**config.mk**
```make
export PLATFORM = sky130hd
export DESIGN_NAME = mem_arbiter
export DESIGN_NICKNAME = d
export VERILOG_FILES = /design/src/rtl/mem_arbiter.sv
export SDC_FILE = /design/constraint.sdc
export NUM_CORES = 1
export LEC_CHECK = 0
export CAP_MARGIN = 20
export CELL_PAD_IN_SITES_DETAIL_PLACEMENT = 1
export CELL_PAD_IN_SITES_GLOBAL_PLACEMENT = 1
export CORE_AREA = 2 2 199 201
export DETAILED_ROUTE_END_ITERATION = 7
export DIE_AREA = 0 0 201 203
export PLACE_DENSITY = 0.69
export SYNTH_ARGS = -nofsm -noshare
export SYNTH_HDL_FRONTEND = slang
export SYNTH_SLANG_ARGS = --single-unit
export TNS_END_PERCENT = 10
```
**constraint.sdc**
```tcl
create_clock -name clk -period 3.3 [get_ports clk]
set_clock_uncertainty 0.1 [all_clocks]
set_input_delay 0.33 -clock clk [delete_from_list [all_inputs] [get_ports clk]]
set_output_delay 0.33 -clock clk [all_outputs]
set_load 0.01 [all_outputs]
```
**src/rtl/mem_arbiter.sv**
```systemverilog
// -----------------------------------------------------------------------------
// mem_arbiter
//
// Shares one byte-addressed memory port between the instruction-fetch unit (IF)
// and the load/store unit (D). At most one request is granted per cycle; the
// winner is driven combinationally onto the memory port, and the memory's
// combinational read data is captured so that the winner sees a registered
// response exactly one cycle after its grant.
//
// Build option:
//   MEM_ARB_RR_EN  defined   -> round-robin on contention (winner is the
//                               requester that did not win last time)
//                  undefined -> fixed priority, data always wins contention
//
// Parameters:
//   AW  address width of both requesters and the memory port
//   DW  data width of the data requester and the memory port (>= 32)
//
// Ports:
//   clk, rst_i             clock, synchronous active-high reset
//   if_req_i/if_addr_i     fetch request and byte address
//   if_flush_i             drop the fetch response presented this cycle
//   if_gnt_o               fetch accepted this cycle
//   if_rvalid_o/if_rdata_o fetch response (32-bit instruction word)
//   d_req_i/d_we_i/d_be_i  data request, store flag, store byte enables
//   d_addr_i/d_wdata_i     data byte address, store data
//   d_gnt_o                data request accepted this cycle
//   d_rvalid_o/d_rdata_o   load data or store acknowledge (data 0)
//   mem_req_o ... mem_wdata_o  memory access of the current winner
//   mem_rdata_i            combinational read data for mem_addr_o
// -----------------------------------------------------------------------------
module mem_arbiter #(
    parameter int AW = 64,
    parameter int DW = 64
) (
    input  logic            clk,
    input  logic            rst_i,

    // Instruction-fetch requester
    input  logic            if_req_i,
    input  logic [AW-1:0]   if_addr_i,
    input  logic            if_flush_i,
    output logic            if_gnt_o,
    output logic            if_rvalid_o,
    output logic [31:0]     if_rdata_o,

    // Load/store requester
    input  logic            d_req_i,
    input  logic            d_we_i,
    input  logic [DW/8-1:0] d_be_i,
    input  logic [AW-1:0]   d_addr_i,
    input  logic [DW-1:0]   d_wdata_i,
    output logic            d_gnt_o,
    output logic            d_rvalid_o,
    output logic [DW-1:0]   d_rdata_o,

    // Memory port
    output logic            mem_req_o,
    output logic            mem_we_o,
    output logic [DW/8-1:0] mem_be_o,
    output logic [AW-1:0]   mem_addr_o,
    output logic [DW-1:0]   mem_wdata_o,
    input  logic [DW-1:0]   mem_rdata_i
);

    // Owner encoding shared by the response register and last_gnt.
    localparam logic OWNER_IF = 1'b0;
    localparam logic OWNER_D  = 1'b1;

    // ------------------------------------------------------------------------
    // State
    // ------------------------------------------------------------------------
    logic          r_last_gnt;   // winner of the most recent grant
    logic          r_rsp_valid;  // a response is due this cycle
    logic          r_rsp_owner;  // who the pending response belongs to
    logic          r_rsp_store;  // pending D response is a store ack
    logic [DW-1:0] r_rsp_data;   // memory data captured in the grant cycle

    // ------------------------------------------------------------------------
    // Combinational grant
    // ------------------------------------------------------------------------
    logic w_if_gnt;
    logic w_d_gnt;
    logic w_any_gnt;

    // NOTE: every signal assigned in an always_comb gets a default on entry,
    // so no path through the block leaves it unassigned and no latch appears.
    always_comb begin
        w_if_gnt = 1'b0;
        w_d_gnt  = 1'b0;
        // Grants are held off for the whole time reset is asserted.
        if (!rst_i) begin
            if (if_req_i && d_req_i) begin
`ifdef MEM_ARB_RR_EN
                // Contention: the requester that did not win last time goes.
                if (r_last_gnt == OWNER_D) begin
                    w_if_gnt = 1'b1;
                end else begin
                    w_d_gnt  = 1'b1;
                end
`else
                // Contention: data always wins. r_last_gnt is still tracked.
                w_d_gnt = 1'b1;
`endif
            end else begin
                w_if_gnt = if_req_i;
                w_d_gnt  = d_req_i;
            end
        end
    end

    assign w_any_gnt = w_if_gnt | w_d_gnt;
    assign if_gnt_o  = w_if_gnt;
    assign d_gnt_o   = w_d_gnt;

    // ------------------------------------------------------------------------
    // Memory port mux: idle port is all zeros, fetch never writes.
    // ------------------------------------------------------------------------
    always_comb begin
        mem_req_o   = w_any_gnt;
        mem_we_o    = 1'b0;
        mem_be_o    = '0;
        mem_addr_o  = '0;
        mem_wdata_o = '0;
        if (w_d_gnt) begin
            mem_we_o    = d_we_i;
            mem_be_o    = d_be_i;
            mem_addr_o  = d_addr_i;
            mem_wdata_o = d_wdata_i;
        end else if (w_if_gnt) begin
            mem_addr_o  = if_addr_i;
        end
    end

    // ------------------------------------------------------------------------
    // Response register and last-grant tracking
    // ------------------------------------------------------------------------
    // NOTE: state is updated with non-blocking assignments only, so every
    // register samples the values from before this edge regardless of the
    // order of statements or of other always_ff blocks.
    always_ff @(posedge clk) begin
        if (rst_i) begin
            // NOTE: the captured data is cleared too, not just the valid bit,
            // so the response register is fully defined after reset.
            r_last_gnt  <= OWNER_IF;
            r_rsp_valid <= 1'b0;
            r_rsp_owner <= OWNER_IF;
            r_rsp_store <= 1'b0;
            r_rsp_data  <= '0;
        end else begin
            r_rsp_valid <= w_any_gnt;
            if (w_any_gnt) begin
                r_last_gnt  <= w_d_gnt ? OWNER_D : OWNER_IF;
                r_rsp_owner <= w_d_gnt ? OWNER_D : OWNER_IF;
                r_rsp_store <= w_d_gnt & d_we_i;
                // A store ack carries no data, so nothing is captured for it.
                r_rsp_data  <= (w_d_gnt && d_we_i) ? '0 : mem_rdata_i;
            end
        end
    end

    // ------------------------------------------------------------------------
    // Response outputs. Only rst_i and if_flush_i gate them combinationally;
    // the data itself always comes from r_rsp_data, never from mem_rdata_i.
    // Gating with rst_i drops a response that would otherwise appear while
    // reset is being asserted.
    // ------------------------------------------------------------------------
    logic w_if_rsp;
    logic w_d_rsp;

    assign w_if_rsp = r_rsp_valid && (r_rsp_owner == OWNER_IF) && !if_flush_i && !rst_i;
    assign w_d_rsp  = r_rsp_valid && (r_rsp_owner == OWNER_D) && !rst_i;

    assign if_rvalid_o = w_if_rsp;
    assign if_rdata_o  = w_if_rsp ? r_rsp_data[31:0] : 32'h0;
    assign d_rvalid_o  = w_d_rsp;
    assign d_rdata_o   = (w_d_rsp && !r_rsp_store) ? r_rsp_data : '0;

endmodule
```
# [Word level (Yosys, flattened, before mapping)]
# Cells that the tools add are included.
# Widths: inputs -> output; s select.
[totals] reg_bits=67 latchBits=0 ram_bits=0 romBits=0 in_bits=270 out_inout_bits=238 wordCells=31 memories=0
[classes] n_addsub=0 n_mul=0 div_mod_pow=0 order_cmp=0 eq_ne=0 n_shift=0 muxes=13 bitwise_logic=3 n_reduce_logical=11
[op_table] op="$mux 64" n=5
[op_table] op="$mux 32" n=1
[op_table] op="$logic_and 1x1->1" n=8
[op_table] op="$mux 8" n=1
[op_table] op="$mux 1" n=6
[op_table] op="$logic_not 1->1" n=3
[op_table] op="$and 1x1->1" n=1
[op_table] op="$not 1->1" n=1
[op_table] op="$or 1x1->1" n=1

# [Depth between registers and ports, before layout]
[logic_depth] word_depth=5 ltp_mapped=6 depth_no_buf=2

# [Least setup slack after synthesis]
# OpenSTA, ideal clock, no wires.
[synth_timing] path_kind="input-to-output" from="input d_req_i" to="output mem_addr_o[30]" arrival_ns=1.216 setup_slack_ns=1.654 stages=6 path_cell_list="buf_6 -> buf_2 -> buf_6 -> buf_6 -> nand3b_1 -> a21oi_1"
[synth_between] elab_chain_cells=5 elab_cells_between_ends=7 classes_between="mux: 6; reduce/logical: 1"
[synth_rtl] item="from (decl)" line_no="48" source="input logic d_req_i,"
[synth_rtl] item="$logic_and 1x1->1" line_no="93" source="if (if_req_i && d_req_i) begin"
[synth_rtl] item="$mux 1" line_no="93"
[synth_rtl] item="$mux 1" line_no="92" source="if (!rst_i) begin"
[synth_rtl] item="$mux 64" line_no="130" source="end else if (w_if_gnt) begin"
[synth_rtl] item="$mux 64 (*)" line_no="125" source="if (w_d_gnt) begin"
[synth_rtl] item="to (decl)" line_no="61" source="output logic [AW-1:0] mem_addr_o,"
# Mark *: on every way between the ends. The rest lies on a longest branch, timed or not.

# [Worst setup path in the final report]
[layout_timing] from="register r_rsp_valid" to="output d_rdata_o[57]"
[layout_between] elab_chain_cells=4
[layout_rtl] item="from (decl)" line_no="74" source="logic r_rsp_valid;"
[layout_rtl] item="from (signal assigned)" line_no="151" source="r_rsp_valid <= w_any_gnt;"
[layout_rtl] item="$logic_and 1x1->1 (2 in a row)" line_no="172" source="assign w_d_rsp = r_rsp_valid && (r_rsp_owner == OWNER_D) && !rst_i;"
[layout_rtl] item="$logic_and 1x1->1" line_no="177" source="assign d_rdata_o = (w_d_rsp && !r_rsp_store) ? r_rsp_data : '0;"
[layout_rtl] item="$mux 64" line_no="177"
[layout_rtl] item="to (decl)" line_no="55" source="output logic [DW-1:0] d_rdata_o,"
# Every way passes these cells.

==> results.ini <==
[status]
status = finished, final reports clean

[pwr]
peakVddDrop_uv = 248
finalPower_uw = 2820
combPwrFrac_pct = 32.8
intPower_uw = 1990
p_sw_uw = 825
seq_power_share_pct = 31.7
swShare_pct = 29.3
leakagePower_uw = 0.00409
clockPowerShare_pct = 35.4
power.density_nw_per_um2 = 252

[clock_network]
htreeDepth = 3
cts-resized-gates = 0
ctsHoldBuffers = 0
tritoncts = yes
cts_root_buf = clkbuf_16
cts_buffers = 9
path_clk_slew_ns = 0.07
clk_latency_ns = 0.34
clock_path_buffers = 2
cts_sinks = 67
post-cts-setup-buffers = 0

[floorplan]
die_y_microns = 203
placeableCoreArea_sq_um = 38500
die_area_sq_um = 40800
ios = 508
initial_core_util_pct = 14.4
die_w_microns = 201
rows = 72

[sta]
fmax_mhz = 381
period_minus_slack_ns = 2.63
setup_tns_ns = 0
finalHoldViolCount = 0
rsz0062_at_grt = false
setup_violations = 0
drv_slew = 0
max_slew_margin_pct = 43.8
worst_pin_slew_ns = 0.842
finalCritPeriodShare_pct = 79.6

[drt]
vias = 7083
drt-vias-per-instance = 4.19
drcViolationCount = 0
drt_wl_total_microns = 35100
drt_iter0_drc = 353
ant_nets = 0
wl_per_cell_microns = 20.8
dr.pass1.iters = 6

[global_routing]
grt_pass1_vias = 7430
overflow = 0
grt_pass1_wl_microns = 51000
grt_usage_pct = 16.5
grt_max_degree = 77
antenna_found_initial = 4

[layout]
area_growth_pct = 101
fin_nets = 1436
drive_above_1_share_pct = 3.07
design_area_sq_um = 11200

[setup_path]
crit_path_start_kind = flip-flop
cp.arrival_ns = 2.20
critical_path_required_ns = 2.87
setup.worst_path.start = r_rsp_valid
rr_endpoint = r_rsp_data[36]
worstSetupPathType = flip-flop to primary output
rr_worst_depth = 2
worst-path-max-fanout = 64
endpoint_kind = primary output
reg2reg_setup_slack_ns = 2.17
regToRegStartpoint = r_rsp_data[36]

[logic_synthesis]
yosysSeqAreaShare_pct = 24.2
postSynth.topFlopCell = dfxtp_1
synth_top_area_share_pct = 24.2
synthArstFlopShare_pct = 0
syn_inst = 725
yosys-top-cells-count = 170 x and2_1, 67 x dfxtp_1, 66 x a21oi_1, 65 x inv_1, 65 x nand2_1
ys_ff_latch = 67
synthesis.area_sq_um = 5550
synth.most_common_cell = and2_1
yosysUniqueCellTypes = 21
ys_warn_count = 0
synth.largest_area_cell = dfxtp_1
syn_area_per_cell_sq_um = 7.66
synth_fp_nets = 995
synth-edff-count = 0
synth_area_leaders = dfxtp_1 24%, and2_1 19%, or4b_1 12%

[worst_hold_path]
whs_endpoint = r_rsp_data[60]
hold_path_startpoint = mem_rdata_i[60]
min_path_type = input pin to flip-flop
hold_depth = 3

[run]
maxCapViolCount = 0

[placement]
port_buffers = 507
gp_congestion = 0.897
dpl_cell_area_sq_um = 10900
dp_hpwl_microns = 26700

-- routing by layer --
layer,global-route usage (%),up-vias,wire (microns)
met5,0,-,13
met4,5.53,2,1100
met3,4.78,45,2390
met2,29.8,270,18000
met1,18.5,3369,13600
li1,-,3397,-
-- power by group through the flow --
stage / registers [uW] / logic [uW] / clock network, uW
floorplan: 892 / 346 / 0
global placement: 910 / 924 / 0
detailed placement: 910 / 933 / 0
CTS: 894 / 939 / 1040
global route: 899 / 994 / 1070
finish: 893 / 924 / 997
-- through the flow --
stage                     hold slack, ns  utilization, %  cells  worst slack, ns
final                              0.441            29.1   1691            0.674
after global placement             0.441            28.3   1673            0.814
after CTS                          0.422            29.1   1689            0.632
after detailed placement           0.442            28.3   1673            0.793
after global routing               0.434            29.1   1691            0.572
after floorplan                    0.374               -    725             1.65
-- state kept, by name (all words and copies together) (netlist names) --
| register | cells |
|---|---|
| r_rsp_valid | 1 |
| r_rsp_store | 1 |
| r_rsp_data | 64 |
| r_rsp_owner | 1 |
-- area by class of cell --
class | instances | area (sq um)
multi-input combinational | 503 | 3430
timing repair buffer | 520 | 5220
clock buffer | 10 | 229
clock inverter | 6 | 66.3
sequential | 67 | 1340
tap | 518 | 648
antenna | 2 | 5.00
fill | 4531 | 27300
inverter | 65 | 244
-- worst max-delay path, stage by stage (launching register included) --
cell and delay [ns]:
dfxtp_1 0.40, nor4bb_4 0.36, buf_12 0.26, and2_1 0.19, clkdlybuf4s50_1 0.57
-- cells by family (layout without fill, tap and decap cells) --
group,count (synthesis),count (layout),synth area share (%)
flops,67,67,24.2
buf+inv,155,601,14.5
simple gates,373,373,45.3
compound gates,130,130,16.0
other cells,0,2,0
-- worst max path at each step --
stage                                 to
after floorplan           mem_addr_o[30]
after global placement     if_rdata_o[5]
after detailed placement  if_rdata_o[27]
after CTS                  d_rdata_o[35]
after global routing       d_rdata_o[57]
final                      d_rdata_o[57]
-- placed cells by master, fill, tap and decap left out, types with 2 or more instances in the layout --
cell type / instances
clkdlybuf4s50_1: 504
and2_1: 169
dfxtp_1: 67
a21oi_1: 66
nand2_1: 65
inv_1: 65
nand3b_1: 64
or4b_1: 64
o41ai_1: 64
buf_4: 11
clkbuf_16: 9
buf_12: 4
clkinvlp_4: 3
diode_2: 2
nor2_1: 2
Note: power is estimated with default switching activity, not from simulation.
